**src/rtl/jk_register_bank.sv**
```systemverilog
// WIDTH-bit flip-flop bank with per-bit sync preset/clear and run-time JK/D/T/COUNT modes.
// q updates one edge after inputs; terminal is combinational cascade carry.
module jk_register_bank #(
  parameter int unsigned        WIDTH       = 4,
  parameter logic [WIDTH-1:0]   RESET_VALUE = '0
) (
  input  logic             input_clock,
  input  logic             input_reset,
  input  logic             input_enable,
  input  logic [1:0]       input_mode,
  input  logic [WIDTH-1:0] input_preset_n,
  input  logic [WIDTH-1:0] input_clear_n,
  input  logic [WIDTH-1:0] input_j,
  input  logic [WIDTH-1:0] input_k,
  input  logic             input_count_down,
  output logic [WIDTH-1:0] output_q,
  output logic [WIDTH-1:0] output_q_n,
  output logic             output_terminal
);

  typedef enum logic [1:0] {
    MODE_JK    = 2'b00,
    MODE_D     = 2'b01,
    MODE_T     = 2'b10,
    MODE_COUNT = 2'b11
  } mode_e;

  mode_e            mode;
  logic [WIDTH-1:0] q_q;
  logic [WIDTH-1:0] q_d;
  logic [WIDTH-1:0] mode_next;
  logic [WIDTH-1:0] count_next;
  logic             count_limit;

  assign mode = mode_e'(input_mode);

  always_comb begin
    count_next = input_count_down ? (q_q - 1'b1) : (q_q + 1'b1);
  end

  // Whole-word mode result; preset/clear then override individual bits without re-carry.
  always_comb begin
    mode_next = q_q;
    unique case (mode)
      MODE_JK:    mode_next = (input_j & ~q_q) | (~input_k & q_q);
      MODE_D:     mode_next = input_j;
      MODE_T:     mode_next = q_q ^ input_j;
      MODE_COUNT: mode_next = count_next;
      default:    mode_next = q_q;
    endcase
  end

  always_comb begin
    q_d = q_q;
    for (int i = 0; i < int'(WIDTH); i++) begin
      if (!input_clear_n[i]) begin
        q_d[i] = 1'b0;
      end else if (!input_preset_n[i]) begin
        q_d[i] = 1'b1;
      end else if (input_enable) begin
        q_d[i] = mode_next[i];
      end
    end
  end

  always_ff @(posedge input_clock) begin
    if (input_reset) begin
      q_q <= RESET_VALUE;
    end else begin
      q_q <= q_d;
    end
  end

  always_comb begin
    count_limit = input_count_down ? (q_q == '0) : (&q_q);
  end

  assign output_terminal = ~input_reset & input_enable & (mode == MODE_COUNT) & count_limit;
  assign output_q        = q_q;
  assign output_q_n      = ~q_q;

endmodule

```
**config.mk**
```make
export PLATFORM = sky130hd
export DESIGN_NAME = jk_register_bank
export DESIGN_NICKNAME = d
export VERILOG_FILES = /design/src/rtl/jk_register_bank.sv
export SDC_FILE = /design/constraint.sdc
export NUM_CORES = 1
export LEC_CHECK = 0
export CAP_MARGIN = 20
export CORE_UTILIZATION = 41
export CTS_BUF_LIST = sky130_fd_sc_hd__clkbuf_8
export DETAILED_ROUTE_END_ITERATION = 10
export GPL_TIMING_DRIVEN = 0
export PLACE_DENSITY = 0.86
export RECOVER_POWER = 50
export SYNTH_ARGS = -nofsm -noshare
export SYNTH_HDL_FRONTEND = slang
export SYNTH_SLANG_ARGS = --single-unit
```
**constraint.sdc**
```tcl
create_clock -name input_clock -period 3.2 [get_ports input_clock]
set_clock_uncertainty 0.15 [all_clocks]
set_input_delay 0.32 -clock input_clock [delete_from_list [all_inputs] [get_ports input_clock]]
set_output_delay 0.32 -clock input_clock [all_outputs]
set_load 0.005 [all_outputs]
```
[Yosys cells after proc, flatten, opt, wreduce, memory -nomap -nowiden]
Cells that the tools add are included.
Word-level totals
  word-level logic and storage cells: 45
  output and inout bits: 9
  flip-flop bits (word level): 4
Cells by class
  muxes and demuxes: 11
  equality and inequality tests: 7
  bitwise gates (word level): 14
  reduce and logical (&&, ||, !) cells: 7
  add/subtract/negate cells: 2
Operator list (count)
  $pmux W4 S4: 1
  $mux W1: 9
  $and A4 B4 Y4: 2
  $ne A2 B2 Y1 const B: 4
  $not A4 Y4: 2
  $reduce_or A2 Y1: 4
  $not A1 Y1: 5
  $add A4 B1 Y4 const B: 1
  $eq A2 B2 Y1 const B: 2
  $logic_not A4 Y1: 1
  $mux W4: 1
  $or A4 B4 Y4: 1
  $reduce_and A4 Y1: 1
  $sub A4 B1 Y4 const B: 1
  $xor A4 B4 Y4: 1
  $and A1 B1 Y1: 3
  $eq A2 B1 Y1 const B: 1
  $logic_not A2 Y1: 1

[Depth between registers and ports, before layout]
Gate-level depths: netlist of run 1.
  word-level depth: 6
  mapped depth: 5
  gate-level depth less buffers: 5

[Worst setup path before layout of run 1]
No wires, ideal clock.
  path type: input to register
  from: input port output_q[2]
  to: register q_q[3] (netlist: output_q[3])
  cell stages on the path: 6
  buffers on the path: 0
  path slack: 1.587 ns
  library setup time: 0.091 ns
  arrival: 1.372 ns
  required time: 2.959 ns
  cell sequence: dfxtp_1 -> ha_1 -> a21oi_1 -> nand3_1 -> a21o_1 -> a311oi_1
Between the ends
  cells in the longest elaborated chain, start to end: 5
  elaborated cells on any way between the ends: 6
RTL lines
  from (decl): line 16  | output logic [WIDTH-1:0] output_q,
  $add A4 B1 Y4 / $sub A4 B1 Y4 (equally long branches): line 38  | count_next = input_count_down ? (q_q - 1'b1) : (q_q + 1'b1);
  $mux W4 *: line 38
  $pmux W4 S4 *: line 44  | unique case (mode)
  $mux W1 *: line 60  | end else if (input_enable) begin
  $mux W1 *: line 58  | end else if (!input_preset_n[i]) begin
  to (signal assigned): line 70  | q_q <= q_d;
  to (decl): line 29  | logic [WIDTH-1:0] q_q;
Mark *: on every way between the ends. The rest lies on a longest branch, timed or not. The select of a mux whose other input is x is not followed.
A chain may end at the register's enable or synchronous reset.

[Worst setup path in the final report of run 1]
  from: input port input_count_down
  to: output port output_terminal
Between the ends
  cells in the longest elaborated chain, start to end: 2
RTL lines
  from (decl): line 15  | input logic input_count_down,
  $mux W1: line 75  | count_limit = input_count_down ? (q_q == '0) : (&q_q);
  $and A1 B1 Y1: line 78  | assign output_terminal = ~input_reset & input_enable & (mode == MODE_COUNT) & count_limit;
  to (decl): line 18  | output logic output_terminal
Every way passes these cells.

==> results of run 1 <==
[cell type report]
cell class | count | area [sq um]
buffer | 3 | 26.3
sequential | 4 | 80.1
timing repair buffer | 28 | 280
inverter | 8 | 30.0
tap | 14 | 17.5
fill | 93 | 283
clock buffer | 3 | 41.3
multi-input combinational | 51 | 398
[placed cells by master, fill, tap and decap left out, drive strengths merged, types with 4 or more instances in the layout]
cell | Yosys | final
nor3 | 4 | 4
inv | 8 | 8
nand2b | 4 | 4
dlygate4sd3 | 0 | 5
a311oi | 4 | 4
dfxtp | 4 | 4
nand3 | 5 | 5
a21oi | 4 | 4
clkdlybuf4s50 | 0 | 23
clkbuf | 0 | 4
[power by group]
| group | internal (mW) | switching, mW | total [mW] |
|---|---|---|---|
| clock network | 0.0803 | 0.0275 | 0.108 |
| registers | 0.0533 | 0.00687 | 0.0602 |
| logic | 0.0546 | 0.0351 | 0.0897 |
| total | 0.188 | 0.0695 | 0.258 |
[stage by stage]
step / utilization, % / hold WS, ns / setup slack [ns]
after CTS: 75.9 / 0.279 / 0.638
after floorplan: - / 0.238 / 1.59
final: 75.5 / 0.282 / 0.657
after detailed placement: 72.3 / 0.490 / 0.666
after global placement: 72.3 / 0.465 / 0.640
after global routing: 75.5 / 0.304 / 0.550
[cells by family (layout without fill, tap and decap cells)]
kind of cell,count (synthesis),after routing,share of synthesized area (%)
buf+inv,11,42,11.2
compound gates,19,19,30.2
mux,3,3,7.44
flops,4,4,14.9
simple gates,24,24,24.7
xor+xnor,2,2,3.26
fa+ha+maj,3,3,8.37
[synthesized netlist by cell type, types with 3 or more instances]
cell type / n / area share [%]
nand3_1: 5 / 4.7
dfxtp_1: 4 / 15
nor3_1: 4 / 3.7
nor2_1: 3 / 2.1
nand2b_1: 4 / 4.7
inv_1: 8 / 5.6
[worst max-delay path, delay by kind of cell]
family | cells | cell delay [ns]
AOI/OAI and AO/OA | 1 | 0.07
buffers and inverters | 2 | 1.11
and+or+nand+nor | 2 | 0.58
[layer usage]
metal  up-vias  GRT usage [%]
met2        24           32.2
met1       267           27.5
met5         -              0
met4         0           16.1
li1        304              -
met3         5           3.49
[worst paths after layout]
path | cells past startpoint | end
setup / recovery | 5 | output_terminal
hold / removal | 3 | output_q[0]
setup reg to reg | 5 | output_q[1]
hold reg to reg | 2 | output_q[0]
==> summary.md, run 1 <==
| Metric | Value |
|---|---|
| Slew Viols, Final | 0 |
| # diodes | 0 |
| Max FO, Critical Path | 6 |
| Crit path max-delay cell type | clkdlybuf4s50_1 |
| Final Hold Vio Count | 0 |
| Max cap viols | 0 |
| Drt wl/cell | 12.5 um |
| Total GRT Usage | 21.6% |
| Setup violators final | 0 |
| CP arrival | 2.07 ns |
| Layout cells sized above 1 | 14.4% |
| Class of the worst hold path | in -> reg |
| Critical path's most frequent cell | clkdlybuf4s50_1 |
| First DRT Iteration DRCs | 13 |
| Top sig layer | met4 |
| Pre-antenna DRT Iters | 4 |
| DR WL met2 | 627 um |
| Core area | 0.00116 sq mm |
| Metal-1 WL | 649 um |
| Final min period | 2.54 ns |
| Vias/cell | 5.41 |
| Syn Inst Count | 66 |
| Initial antenna violation count | 0 |
| First-pass GRT wire length | 2.10 mm |
| Post-Syn Area | 538 sq um |
| Via Count | 600 |
| RSZ-0062 raised after global routing | false |
| Row cnt | 12 |
| CTS clk-pin slew, worst paths | 0.03 ns |
| Syn_area_per_cell | 8.15 sq um |
| Largest net degree at the start of global routing | 11 |
| Seq/Total Area, Yosys | 14.9% |
| Worst Max-Slew Pin Slew | 0.386 ns |
| Max VDD drop | 0.000169 V |
| Number of flip-flops in the largest register | 4 |
| R2R setup slack | 1.44 ns |
| Layout Cells excl Fill | 111 |
| Die X | 38.2 um |
| Fin nets | 124 |
| Top_reg_cell synth | dfxtp_1 |
| Placed cell count | 108 |
| Top-level I/O count | 31 |
| Slew Limit Headroom | 74.3% |
| Power Density | 295 mW/mm^2 |
| Sink Count | 4 |
| Hold_sp | input_enable |
| Grt ovf | 0 |
| Final Cell Area | 873 sq um |
| DRC | 0 |
| Synthesis Warnings | 0 |
| Input/output buffers | 28 |
| Cts hold-fix bufs | 0 |
| Clock Root Buffer | clkbuf_8 |
| Die footprint | 0.00146 sq mm |
| Number of global-route vias before repair | 512 |
| FFs w/ async S/R, synth | 0% |
| Die H | 38.2 um |
| F_max | 393 MHz |
| Routability Congestion | 0.772 |
| Post-CTS Setup Inserts | 0 |
| Synth Register Bits | 4 |
| Post-synth cell types | 32 |
| Num CTS Buffers | 3 |
| Met3 WL post-DR | 70 um |
| Crit path kind | in -> out |
| Dpl cell area | 836 sq um |
| Count of cells resized by post-cts repair | 0 |
| H-tree depth | 1 |
| Net Count, Synth | 91 |
| TritonCTS clock tree | built |
| Crit. End Element | output port |
| Reg2reg start | output_q[1] |
| Drt total wl | 1.39 mm |
| Crit share post-route | 79.5% |
| EDFF count, synth | 0 |
| Total power | 0.258 mW |
| CP peak stage delay | 0.57 ns |
| Starting Density | 46.5% |
| Clk_lat worst skew | 0.22 ns |
| Setup TNS Final | 0 ns |
| Critical Path, Cell by Cell | clkdlybuf4s50_1 > nor3_1 > a31oi_1 > nor4b_1 > clkdlybuf4s50_1 |
| Outcome | finished clean |
| LEAKAGE | 0.340 nW |
| Clk buf depth | 2 |
| Post-DP HPWL | 1.11 mm |
| Layout area overhead | 62.3% |
| Crit start category | input port |
| Post-DRT Antenna Nets | 0 |
| Critical path required time | 2.73 ns |
| Critical Path Source | input_count_down |
(Power assumes the default switching activity.)
==> run 2, diff against run 1 <==
--- a/config.mk
+++ b/config.mk
@@ -6,11 +6,11 @@
 export NUM_CORES = 1
 export LEC_CHECK = 0
 export CAP_MARGIN = 20
-export CORE_UTILIZATION = 41
+export CORE_UTILIZATION = 35
 export CTS_BUF_LIST = sky130_fd_sc_hd__clkbuf_8
 export DETAILED_ROUTE_END_ITERATION = 10
 export GPL_TIMING_DRIVEN = 0
-export PLACE_DENSITY = 0.86
+export PLACE_DENSITY = 0.78
 export RECOVER_POWER = 50
 export SYNTH_ARGS = -nofsm -noshare
 export SYNTH_HDL_FRONTEND = slang
==> constraint.sdc (replaced) <==
create_clock -name input_clock -period 2.3 [get_ports input_clock]
set_clock_uncertainty 0.15 [all_clocks]
set_input_delay 0.23 -clock input_clock [delete_from_list [all_inputs] [get_ports input_clock]]
set_output_delay 0.23 -clock input_clock [all_outputs]
set_load 0.005 [all_outputs]
==> summary.md, run 2 (synthesized netlist as in run 1, its figures left out) <==
| Metric | Value |
|---|---|
| RSZ-0062 raised after global routing | false |
| Pre-antenna DRT Iters | 6 |
| Power Density | 415 mW/mm^2 |
| Total GRT Usage | 19.8% |
| DR WL met2 | 627 um |
| Clock power share | 42.0% |
| Hold slack | 0.172 ns |
| First-pass GRT wire length | 2.15 mm |
| Outcome | finished clean |
| Layout cells sized above 1 | 19.6% |
| Internal power | 0.265 mW |
| Crit path kind | reg -> out |
| Crit start category | register |
| Largest net degree at the start of global routing | 11 |
| Input/output buffers | 28 |
| H-tree depth | 1 |
| Core area | 0.00137 sq mm |
| Final min period | 2.21 ns |
| Commonest non-fill, non-tap cell in the layout | clkdlybuf4s50_1 |
| Max VDD drop | 0.000254 V |
| Setup violators final | 0 |
| Comb pwr share | 35.0% |
| Post-DP HPWL | 1.03 mm |
| Placed cell count | 109 |
| Clk_lat worst skew | 0.22 ns |
| NetSw | 0.101 mW |
| TritonCTS clock tree | built |
| Crit. End Element | output port |
| Post-DRT Antenna Nets | 0 |
| Vias/cell | 5.30 |
| CP arrival | 1.83 ns |
| CTS clk-pin slew, worst paths | 0.03 ns |
| Critical path required time | 1.92 ns |
| Drt total wl | 1.41 mm |
| Sink Count | 4 |
| Most frequent cells in the layout | clkdlybuf4s50_1 (25), inv_1 (8), nand3_1 (5) |
| Top sig layer | met4 |
| # diodes | 0 |
| Layout area overhead | 64.0% |
| Die footprint | 0.00170 sq mm |
| F_max | 453 MHz |
| Slew Viols, Final | 0 |
| Class of the worst hold path | in -> reg |
| Slew Limit Headroom | 81.2% |
| Worst Max-Slew Pin Slew | 0.278 ns |
| Top-level I/O count | 31 |
| Routability Congestion | 0.688 |
| Grt ovf | 0 |
| Max cap viols | 0 |
| Fin nets | 124 |
| Cts hold-fix bufs | 0 |
| Number of global-route vias before repair | 495 |
| Num CTS Buffers | 3 |
| Placement-stage worst setup slack | -0.0352 ns |
| Clk buf depth | 2 |
| LEAKAGE | 0.343 nW |
| Met3 WL post-DR | 55 um |
| Die X | 41.2 um |
| Number of flip-flops in the largest register | 4 |
| Power share of the sequential group | 23.0% |
| First DRT Iteration DRCs | 7 |
| Total power | 0.366 mW |
| Sw Ratio | 27.7% |
| Initial antenna violation count | 0 |
| Clock Root Buffer | clkbuf_8 |
| Max FO, Critical Path | 7 |
| Row cnt | 13 |
| Layout Cells excl Fill | 112 |
| Metal-1 WL | 693 um |
| DRC | 0 |
| Via Count | 594 |
| Final Hold Vio Count | 0 |
| Starting Density | 39.4% |
| Setup ws final | 0.0926 ns |
| Die H | 41.2 um |
| Crit share post-route | 96.0% |
| Drt wl/cell | 12.5 um |
==> run 2: cell types whose count changed in the layout (fill, tap and decap cells not counted), moves of 2 or more <==
cell | previous run | this run
clkdlybuf4s50_1 | 23 | 25
dfxtp_2 | 0 | 4
dlygate4sd3_1 | 5 | 2
dfxtp_1 | 4 | 0
==> run 2: worst paths after layout <==
| check | slack, ns | start | endpoint | cells past startpoint |
|---|---|---|---|---|
| max reg2reg | 0.66 | output_q[2] | output_q[3] | 5 |
| min reg2reg | 0.41 | output_q[0] | output_q[0] | 2 |
| min | 0.17 | input_enable | output_q[0] | 3 |
| max | 0.09 | output_q[3] | output_terminal | 5 |
==> run 2: routing by layer <==
| metal | track usage (%) | vias up |
|---|---|---|
| met4 | 12.1 | 0 |
| met3 | 3.26 | 4 |
| met1 | 25.4 | 259 |
| li1 | - | 308 |
| met5 | 0 | - |
| met2 | 30.5 | 23 |
==> run 2: worst max-delay path, stage by stage (launching register included) <==
cell	delay (ns)
dfxtp_2	0.38
inv_1	0.10
nor3_1	0.19
a31oi_1	0.06
nor4b_1	0.32
clkdlybuf4s50_1	0.56
==> run 2: cell type report <==
class / count / area (sq um)
buffer: 3 / 30.0
clock buffer: 3 / 41.3
fill: 131 / 484
inverter: 8 / 30.0
multi-input combinational: 51 / 398
sequential: 4 / 85.1
tap: 15 / 18.8
timing repair buffer: 28 / 279
==> run 2: power groups by stage <==
stage                     combinational, mW  sequential [mW]  clock (mW)
after floorplan                      0.0632           0.0827           0
after detailed placement              0.128           0.0842           0
after global routing                  0.139           0.0853       0.161
after global placement                0.125           0.0842           0
after CTS                             0.129           0.0838       0.156
final                                 0.128           0.0841       0.154
==> run 2: through the flow <==
stage / area (sq um) / util [%] / TNS, ns
2_1_floorplan: 538 / - / 0
3_3_place_gp: 837 / 61.3 / -0.0276
3_5_place_dp: 837 / 61.3 / -0.0352
4_1_cts: 880 / 64.4 / 0
5_1_grt: 882 / 64.6 / 0
6_report: 882 / 64.6 / 0
==> run 2: what timing repair did <==
action / in CTS / in global routing
hold endpoints to repair: 0 / 0
gates resized for setup: 3 / 2
setup endpoints to repair: 1 / 1
buffers inserted: 0 / 0
